<file path="src/rtl/decode_buffer_if.sv">
// Fetch/execute handshake bundle for decode_buffer: fetch push side, execute pop side,
// flush/interrupt controls and the decoded head fields.
interface decode_buffer_if #(
  parameter int XLEN  = 64,
  parameter int DEPTH = 4
);
  localparam int CW = $clog2(DEPTH) + 1;

  logic            instr_valid_in;
  logic [31:0]     instr_in;
  logic [XLEN-1:0] pc_in;
  logic            ready_out;
  logic            valid_out;
  logic            ready_in;
  logic            flush_in;
  logic            interrupt_in;
  logic [31:0]     instr_out;
  logic [XLEN-1:0] pc_out;
  logic [4:0]      rs1_out;
  logic [4:0]      rs2_out;
  logic [4:0]      rd_out;
  logic [XLEN-1:0] imm_value_out;
  logic [2:0]      imm_fmt_out;
  logic            illegal_out;
  logic            irq_taken_out;
  logic [XLEN-1:0] irq_pc_out;
  logic [CW-1:0]   count_out;

  modport slave (
    input  instr_valid_in, instr_in, pc_in, ready_in, flush_in, interrupt_in,
    output ready_out, valid_out, instr_out, pc_out, rs1_out, rs2_out, rd_out,
           imm_value_out, imm_fmt_out, illegal_out, irq_taken_out, irq_pc_out, count_out
  );

  modport master (
    output instr_valid_in, instr_in, pc_in, ready_in, flush_in, interrupt_in,
    input  ready_out, valid_out, instr_out, pc_out, rs1_out, rs2_out, rd_out,
           imm_value_out, imm_fmt_out, illegal_out, irq_taken_out, irq_pc_out, count_out
  );
endinterface

</file>
<file path="src/rtl/decode_buffer.sv">
// Instruction queue between fetch and execute with zero-latency head decode,
// flush, and edge-triggered interrupt acceptance that captures the resume PC.
module decode_buffer #(
  parameter int XLEN  = 64,
  parameter int DEPTH = 4
) (
  input  logic           clk_in,
  input  logic           rst_in,
  decode_buffer_if.slave bus
);
  localparam int AW = $clog2(DEPTH);
  localparam int CW = AW + 1;

  typedef enum logic [2:0] {
    FMT_NONE = 3'd0,
    FMT_I    = 3'd1,
    FMT_S    = 3'd2,
    FMT_B    = 3'd3,
    FMT_U    = 3'd4,
    FMT_J    = 3'd5
  } imm_fmt_e;

  logic [XLEN-1:0] pc_mem    [DEPTH];
  logic [31:0]     instr_mem [DEPTH];

  logic [AW-1:0]   wr_ptr;
  logic [AW-1:0]   rd_ptr;
  logic [CW-1:0]   count;
  logic            irq_q;
  logic            irq_taken;
  logic [XLEN-1:0] irq_pc;

  logic            ready;
  logic            valid;
  logic            push;
  logic            pop;
  logic            irq_edge;
  logic            clear;

  logic [31:0]     head_instr;
  logic [XLEN-1:0] head_pc;
  logic [6:0]      opcode;
  imm_fmt_e        fmt;
  logic signed [31:0] imm32;

  assign ready    = (count < CW'(DEPTH));
  assign valid    = (count != '0);
  assign push     = bus.instr_valid_in && ready;
  assign pop      = valid && bus.ready_in;
  assign irq_edge = bus.interrupt_in && !irq_q;
  // An interrupt edge empties the queue exactly like a flush.
  assign clear    = bus.flush_in || irq_edge;

  // NOTE: entry storage has no reset; count/pointers alone decide what is valid.
  always_ff @(posedge clk_in) begin
    if (push && !clear) begin
      pc_mem[wr_ptr]    <= bus.pc_in;
      instr_mem[wr_ptr] <= bus.instr_in;
    end
  end

  // NOTE: non-blocking assignments so every register samples pre-edge values.
  always_ff @(posedge clk_in or posedge rst_in) begin
    if (rst_in) begin
      wr_ptr    <= '0;
      rd_ptr    <= '0;
      count     <= '0;
      irq_q     <= 1'b0;
      irq_taken <= 1'b0;
      irq_pc    <= '0;
    end else begin
      irq_q     <= bus.interrupt_in;
      irq_taken <= irq_edge;
      if (irq_edge) begin
        if (valid) begin
          irq_pc <= head_pc;
        end else if (bus.instr_valid_in) begin
          irq_pc <= bus.pc_in;
        end
      end

      if (clear) begin
        wr_ptr <= '0;
        rd_ptr <= '0;
        count  <= '0;
      end else begin
        if (push) wr_ptr <= wr_ptr + AW'(1);
        if (pop)  rd_ptr <= rd_ptr + AW'(1);
        count <= count + CW'(push) - CW'(pop);
      end
    end
  end

  assign head_instr = instr_mem[rd_ptr];
  assign head_pc    = pc_mem[rd_ptr];
  assign opcode     = head_instr[6:0];

  // NOTE: defaults first so no path through the case leaves a latch.
  always_comb begin
    fmt   = FMT_NONE;
    imm32 = '0;
    case (opcode)
      7'b0000011, 7'b0010011, 7'b0011011, 7'b1100111, 7'b1110011: begin
        fmt   = FMT_I;
        imm32 = {{20{head_instr[31]}}, head_instr[31:20]};
      end
      7'b0100011: begin
        fmt   = FMT_S;
        imm32 = {{20{head_instr[31]}}, head_instr[31:25], head_instr[11:7]};
      end
      7'b1100011: begin
        fmt   = FMT_B;
        imm32 = {{19{head_instr[31]}}, head_instr[31], head_instr[7],
                 head_instr[30:25], head_instr[11:8], 1'b0};
      end
      7'b0110111, 7'b0010111: begin
        fmt   = FMT_U;
        imm32 = {head_instr[31:12], 12'b0};
      end
      7'b1101111: begin
        fmt   = FMT_J;
        imm32 = {{11{head_instr[31]}}, head_instr[31], head_instr[19:12],
                 head_instr[20], head_instr[30:21], 1'b0};
      end
      default: begin
        fmt   = FMT_NONE;
        imm32 = '0;
      end
    endcase
  end

  assign bus.ready_out     = ready;
  assign bus.valid_out     = valid;
  assign bus.count_out     = count;
  assign bus.instr_out     = head_instr;
  assign bus.pc_out        = head_pc;
  assign bus.rs1_out       = head_instr[19:15];
  assign bus.rs2_out       = head_instr[24:20];
  assign bus.rd_out        = head_instr[11:7];
  assign bus.imm_value_out = XLEN'(imm32);
  assign bus.imm_fmt_out   = fmt;
  assign bus.illegal_out   = valid && (opcode[1:0] != 2'b11);
  assign bus.irq_taken_out = irq_taken;
  assign bus.irq_pc_out    = irq_pc;
endmodule

</file>
<file path="src/flat_wrapper.sv">
// flat-port wrapper written by rule: the top's interface ports become plain ports
module decode_buffer_flat 
#(
  parameter int XLEN  = 64,
  parameter int DEPTH = 4
)
  (clk_in, rst_in, bus_instr_valid_in, bus_instr_in, bus_pc_in, bus_ready_in, bus_flush_in, bus_interrupt_in, bus_ready_out, bus_valid_out, bus_instr_out, bus_pc_out, bus_rs1_out, bus_rs2_out, bus_rd_out, bus_imm_value_out, bus_imm_fmt_out, bus_illegal_out, bus_irq_taken_out, bus_irq_pc_out, bus_count_out);
  decode_buffer_if #(.XLEN(XLEN), .DEPTH(DEPTH)) bus_i ();
  input  logic clk_in;
  input  logic rst_in;
  input wire logic [$bits(bus_i.instr_valid_in)-1:0] bus_instr_valid_in;
  input wire logic [$bits(bus_i.instr_in)-1:0] bus_instr_in;
  input wire logic [$bits(bus_i.pc_in)-1:0] bus_pc_in;
  input wire logic [$bits(bus_i.ready_in)-1:0] bus_ready_in;
  input wire logic [$bits(bus_i.flush_in)-1:0] bus_flush_in;
  input wire logic [$bits(bus_i.interrupt_in)-1:0] bus_interrupt_in;
  output wire logic [$bits(bus_i.ready_out)-1:0] bus_ready_out;
  output wire logic [$bits(bus_i.valid_out)-1:0] bus_valid_out;
  output wire logic [$bits(bus_i.instr_out)-1:0] bus_instr_out;
  output wire logic [$bits(bus_i.pc_out)-1:0] bus_pc_out;
  output wire logic [$bits(bus_i.rs1_out)-1:0] bus_rs1_out;
  output wire logic [$bits(bus_i.rs2_out)-1:0] bus_rs2_out;
  output wire logic [$bits(bus_i.rd_out)-1:0] bus_rd_out;
  output wire logic [$bits(bus_i.imm_value_out)-1:0] bus_imm_value_out;
  output wire logic [$bits(bus_i.imm_fmt_out)-1:0] bus_imm_fmt_out;
  output wire logic [$bits(bus_i.illegal_out)-1:0] bus_illegal_out;
  output wire logic [$bits(bus_i.irq_taken_out)-1:0] bus_irq_taken_out;
  output wire logic [$bits(bus_i.irq_pc_out)-1:0] bus_irq_pc_out;
  output wire logic [$bits(bus_i.count_out)-1:0] bus_count_out;
  assign bus_i.instr_valid_in = bus_instr_valid_in;
  assign bus_i.instr_in = bus_instr_in;
  assign bus_i.pc_in = bus_pc_in;
  assign bus_i.ready_in = bus_ready_in;
  assign bus_i.flush_in = bus_flush_in;
  assign bus_i.interrupt_in = bus_interrupt_in;
  assign bus_ready_out = bus_i.ready_out;
  assign bus_valid_out = bus_i.valid_out;
  assign bus_instr_out = bus_i.instr_out;
  assign bus_pc_out = bus_i.pc_out;
  assign bus_rs1_out = bus_i.rs1_out;
  assign bus_rs2_out = bus_i.rs2_out;
  assign bus_rd_out = bus_i.rd_out;
  assign bus_imm_value_out = bus_i.imm_value_out;
  assign bus_imm_fmt_out = bus_i.imm_fmt_out;
  assign bus_illegal_out = bus_i.illegal_out;
  assign bus_irq_taken_out = bus_i.irq_taken_out;
  assign bus_irq_pc_out = bus_i.irq_pc_out;
  assign bus_count_out = bus_i.count_out;
  decode_buffer #(.XLEN(XLEN), .DEPTH(DEPTH)) u_core (.clk_in(clk_in), .rst_in(rst_in), .bus(bus_i));
endmodule
</file>
<file path="config.mk">
export PLATFORM = sky130hd
export DESIGN_NAME = decode_buffer_flat
export DESIGN_NICKNAME = d
export VERILOG_FILES = /design/src/rtl/decode_buffer_if.sv /design/src/rtl/decode_buffer.sv /design/src/flat_wrapper.sv
export SDC_FILE = /design/constraint.sdc
export NUM_CORES = 1
export LEC_CHECK = 0
export CAP_MARGIN = 20
export CELL_PAD_IN_SITES_DETAIL_PLACEMENT = 2
export CELL_PAD_IN_SITES_GLOBAL_PLACEMENT = 2
export CORE_MARGIN = 8
export CORE_UTILIZATION = 34
export DETAILED_ROUTE_END_ITERATION = 6
export PLACE_DENSITY_LB_ADDON = 0.1
export SLEW_MARGIN = 20
export SYNTH_ARGS = -nofsm -noshare
export SYNTH_HDL_FRONTEND = slang
export SYNTH_SLANG_ARGS = --single-unit
</file>
<file path="constraint.sdc">
create_clock -name clk_in -period 4.05 [get_ports clk_in]
set_input_delay 1.0125 -clock clk_in [delete_from_list [all_inputs] [get_ports clk_in]]
set_output_delay 1.0125 -clock clk_in [all_outputs]
set_load 0.05 [all_outputs]
</file>
==> impl_metrics.env <==
export IMPL_synth_top_area_frac=0.633
export IMPL_dpl_cell_count=1960
export IMPL_ys_top_cells_by_area="edfxtp_1 63%, mux4_2 12%, dfrtp_1 10%"
export IMPL_vias=10300
export IMPL_ant_nets=0
export IMPL_violations="setup timing"
export IMPL_worst_r2r_startpoint="u_core.bus.count_out[2]"
export IMPL_hpwl_um=35000
export IMPL_synth_simple_gate_area_frac=0.0316
export IMPL_fin_crit_sh=1.01
export IMPL_die_w_um=247
export IMPL_cp_data_arrival_time_ps=3080
export IMPL_p_leak_nw=9.14
export IMPL_synthArstFlopShare=0.160
export IMPL_drc_errors=0
export IMPL_crit_required_ps=3040
export IMPL_synth_xor_area_frac=0.00289
export IMPL_synth_top_family_by_area="multiplexers"
export IMPL_end_kind="output pin"
export IMPL_place_ws_ps=-523
export IMPL_grt_pass1_wl_um=77500
export IMPL_core_area_um2=53400
export IMPL_drt_wl_total_um=52400
export IMPL_timing_rr_end="u_core.bus.count_out[2]"
export IMPL_htree_levels=2
export IMPL_hold_viol=0
export IMPL_portBuffers=350
export IMPL_skew_ps=19.9
export IMPL_max_slew_margin_rel=0.411
export IMPL_drt_iter0_markers=423
export IMPL_clockBufferDepth=3
export IMPL_muxShareOfSynthArea=0.154
export IMPL_hold_end="u_core.bus.irq_taken_out"
export IMPL_drt_first_pass_iters=5
export IMPL_wl_per_cell_um=25.1
export IMPL_finalNetCount=1457
export IMPL_tightest_slew_ps=884
export IMPL_via_per_inst=4.91
export IMPL_finalMaxSlewViolations=0
export IMPL_grt_max_degree=69
export IMPL_die_h_um=247
export IMPL_syn_nets=1071
export IMPL_rsz0062_at_grt="true"
export IMPL_antenna_found_initial=4
export IMPL_dieArea_um2=61200
export IMPL_start_kind="flip-flop"
export IMPL_min_from="u_core.irq_q"
export IMPL_min_path_type="flip-flop to flip-flop"
export IMPL_clock_fmax_mhz=244
export IMPL_yosysTopAreaCell="edfxtp_1"
export IMPL_drive_gt1_frac=0.267
export IMPL_ys_types=53
export IMPL_synth_seq_cells=457
export IMPL_rr_worst_depth=9
export IMPL_gp_congestion=0.744
export IMPL_finalNonFillerCells=2089
export IMPL_ff2ff_setup_slack_ps=1210
export IMPL_insertion_delay_ps=580
export IMPL_netlist_area_um2=18200
export IMPL_cap_violations=0
export IMPL_status="complete, but fails checks"
export IMPL_grt_pass1_vias=11600
export IMPL_ys_warn_count=0
export IMPL_final_common_cell="edfxtp_1"
export IMPL_rows=85
export IMPL_cts_tree="done"
export IMPL_cts_buffers=50
export IMPL_synth_compound_area_frac=0.0371
export IMPL_layout_common_cells="384 x edfxtp_1, 236 x clkdlybuf4s50_1, 96 x mux4_2"
export IMPL_initial_core_util=0.341
export IMPL_placed_cell_area_um2=23200
export IMPL_clockRootBuffer="clkbuf_16"
export IMPL_setup_slack_ps=-45.6
export IMPL_grt_usage=0.169
export IMPL_crit_fanout=7
export IMPL_area_delta_synth_final_pct=40.5
export IMPL_synth_cells=962
export IMPL_clk_pin_slew_worst_paths_ps=60
export IMPL_clock_sinks=457
export IMPL_synth_adder_area_share=0.00522
export IMPL_design_area_um2=25600
export IMPL_setup_viol=15
export IMPL_synth_ff_type="edfxtp_1"
export IMPL_ios=351
export IMPL_synth_seq_area_share=0.733
export IMPL_p_per_area_nw_per_um2=662
export IMPL_post_route_min_period_ps=4100
export IMPL_holdPathStages=1
export IMPL_criticalPathCategory="flip-flop to output pin"
export IMPL_holdWs_ps=450
export IMPL_grt_remaining_overflow=0
export IMPL_irDropWorstVdd_uv=368
export IMPL_synth_edff_count=384
export IMPL_synth_avg_cell_area_um2=18.9
cells in the mapped netlist, types with 2 or more instances:
library cell and count:
edfxtp_1 384, mux4_2 96, dfrtp_1 73, nand2_1 72, o21ai_0 65, mux2i_1 64
buf_4 49, clkbuf_1 21, a21o_1 19, buf_2 17, and2_1 13, nor2_1 11
inv_1 10, buf_1 7, ha_1 6, buf_6 5, a22o_1 4, nor2b_1 4
xnor2_1 4, a21oi_1 2, a31oi_4 2, nand2b_1 2, xor2_1 2
flip-flops by register name, indices dropped and copies added (netlist names):
signal / count
u_core.rd_ptr: 2
u_core.pc_mem: 256
u_core.wr_ptr: 2
u_core.bus.irq_pc_out: 64
u_core.instr_mem: 128
u_core.irq_q: 1
u_core.bus.count_out: 3
u_core.bus.irq_taken_out: 1
power by group:
part | internal [W] | leakage (nW) | total, W | switching (W)
sequential | 0.00557 | 4.38 | 0.00578 | 0.000218
combinational | 0.00236 | 3.93 | 0.00646 | 0.00410
clock | 0.00287 | 0.833 | 0.00469 | 0.00182
worst max-delay path by stage:
stage / startpoint / to / cells after the start
3_5_place_dp: u_core.rd_ptr[0] / bus_rs2_out[0] / 5
4_1_cts: u_core.rd_ptr[0] / bus_imm_value_out[0] / 9
5_1_grt: u_core.rd_ptr[0] / bus_imm_value_out[11] / 9
2_1_floorplan: u_core.rd_ptr[0] / bus_imm_value_out[32] / 8
3_3_place_gp: u_core.rd_ptr[0] / bus_imm_value_out[43] / 6
6_report: u_core.rd_ptr[0] / bus_imm_value_out[63] / 11
cells by family (layout without fill, tap and decap cells):
kind of cell / Yosys count / in the layout
and+or+nand+nor: 119 / 119
adders and majority gates: 7 / 7
xor gates and xnor gates: 6 / 6
muxes: 160 / 160
DFF: 457 / 457
buffers and inverters: 109 / 537
other: 0 / 3
AOI/OAI and AO/OA: 104 / 104
what timing repair did:
action / in CTS / in global routing
cloned: 4 / 0
endpoints found under the setup margin: 125 / 73
hold buffers: 0 / 0
buffers inserted: 21 / 9
pin swaps: 11 / 19
gates resized for setup: 78 / 43
worst max-delay path: stages (launching register included):
cell,delay [ps]
dfrtp_4,500
buf_8,160
buf_6,110
mux4_2,470
and3b_2,290
nand2b_4,140
nand2_4,60
a31oi_4,230
buf_12,170
buf_12,110
buf_16,130
buf_12,140
layer usage:
metal	share of wire	up-vias	track usage	wire, um
met3	0.059	68	0.0430	3120
met1	0.41	5424	0.208	21400
met5	0.00046	-	0	24
li1	-	4496	-	-
met4	0.018	4	0.0387	930
met2	0.51	260	0.296	26900
cell type report:
cell class	instances	area [um^2]
Fill cell	4859	27800
Inverter	10	38.8
Clock buffer	77	1470
Timing Repair Buffer	433	5220
Clock inverter	17	236
Multi-Input combinational cell	396	4390
Tap cell	696	871
Sequential cell	457	13400
Antenna cell	3	7.51
metrics by stage:
step,util,TNS [ps],power (W)
6_report,0.479,-472,0.0169
5_1_grt,0.479,-3820,0.0176
4_1_cts,0.476,-1710,0.0172
3_5_place_dp,0.435,-15130,0.0122
3_3_place_gp,0.434,-35540,0.0121
2_1_floorplan,-,0,0.00994
No activity file was read; power rests on OpenSTA's default activity.
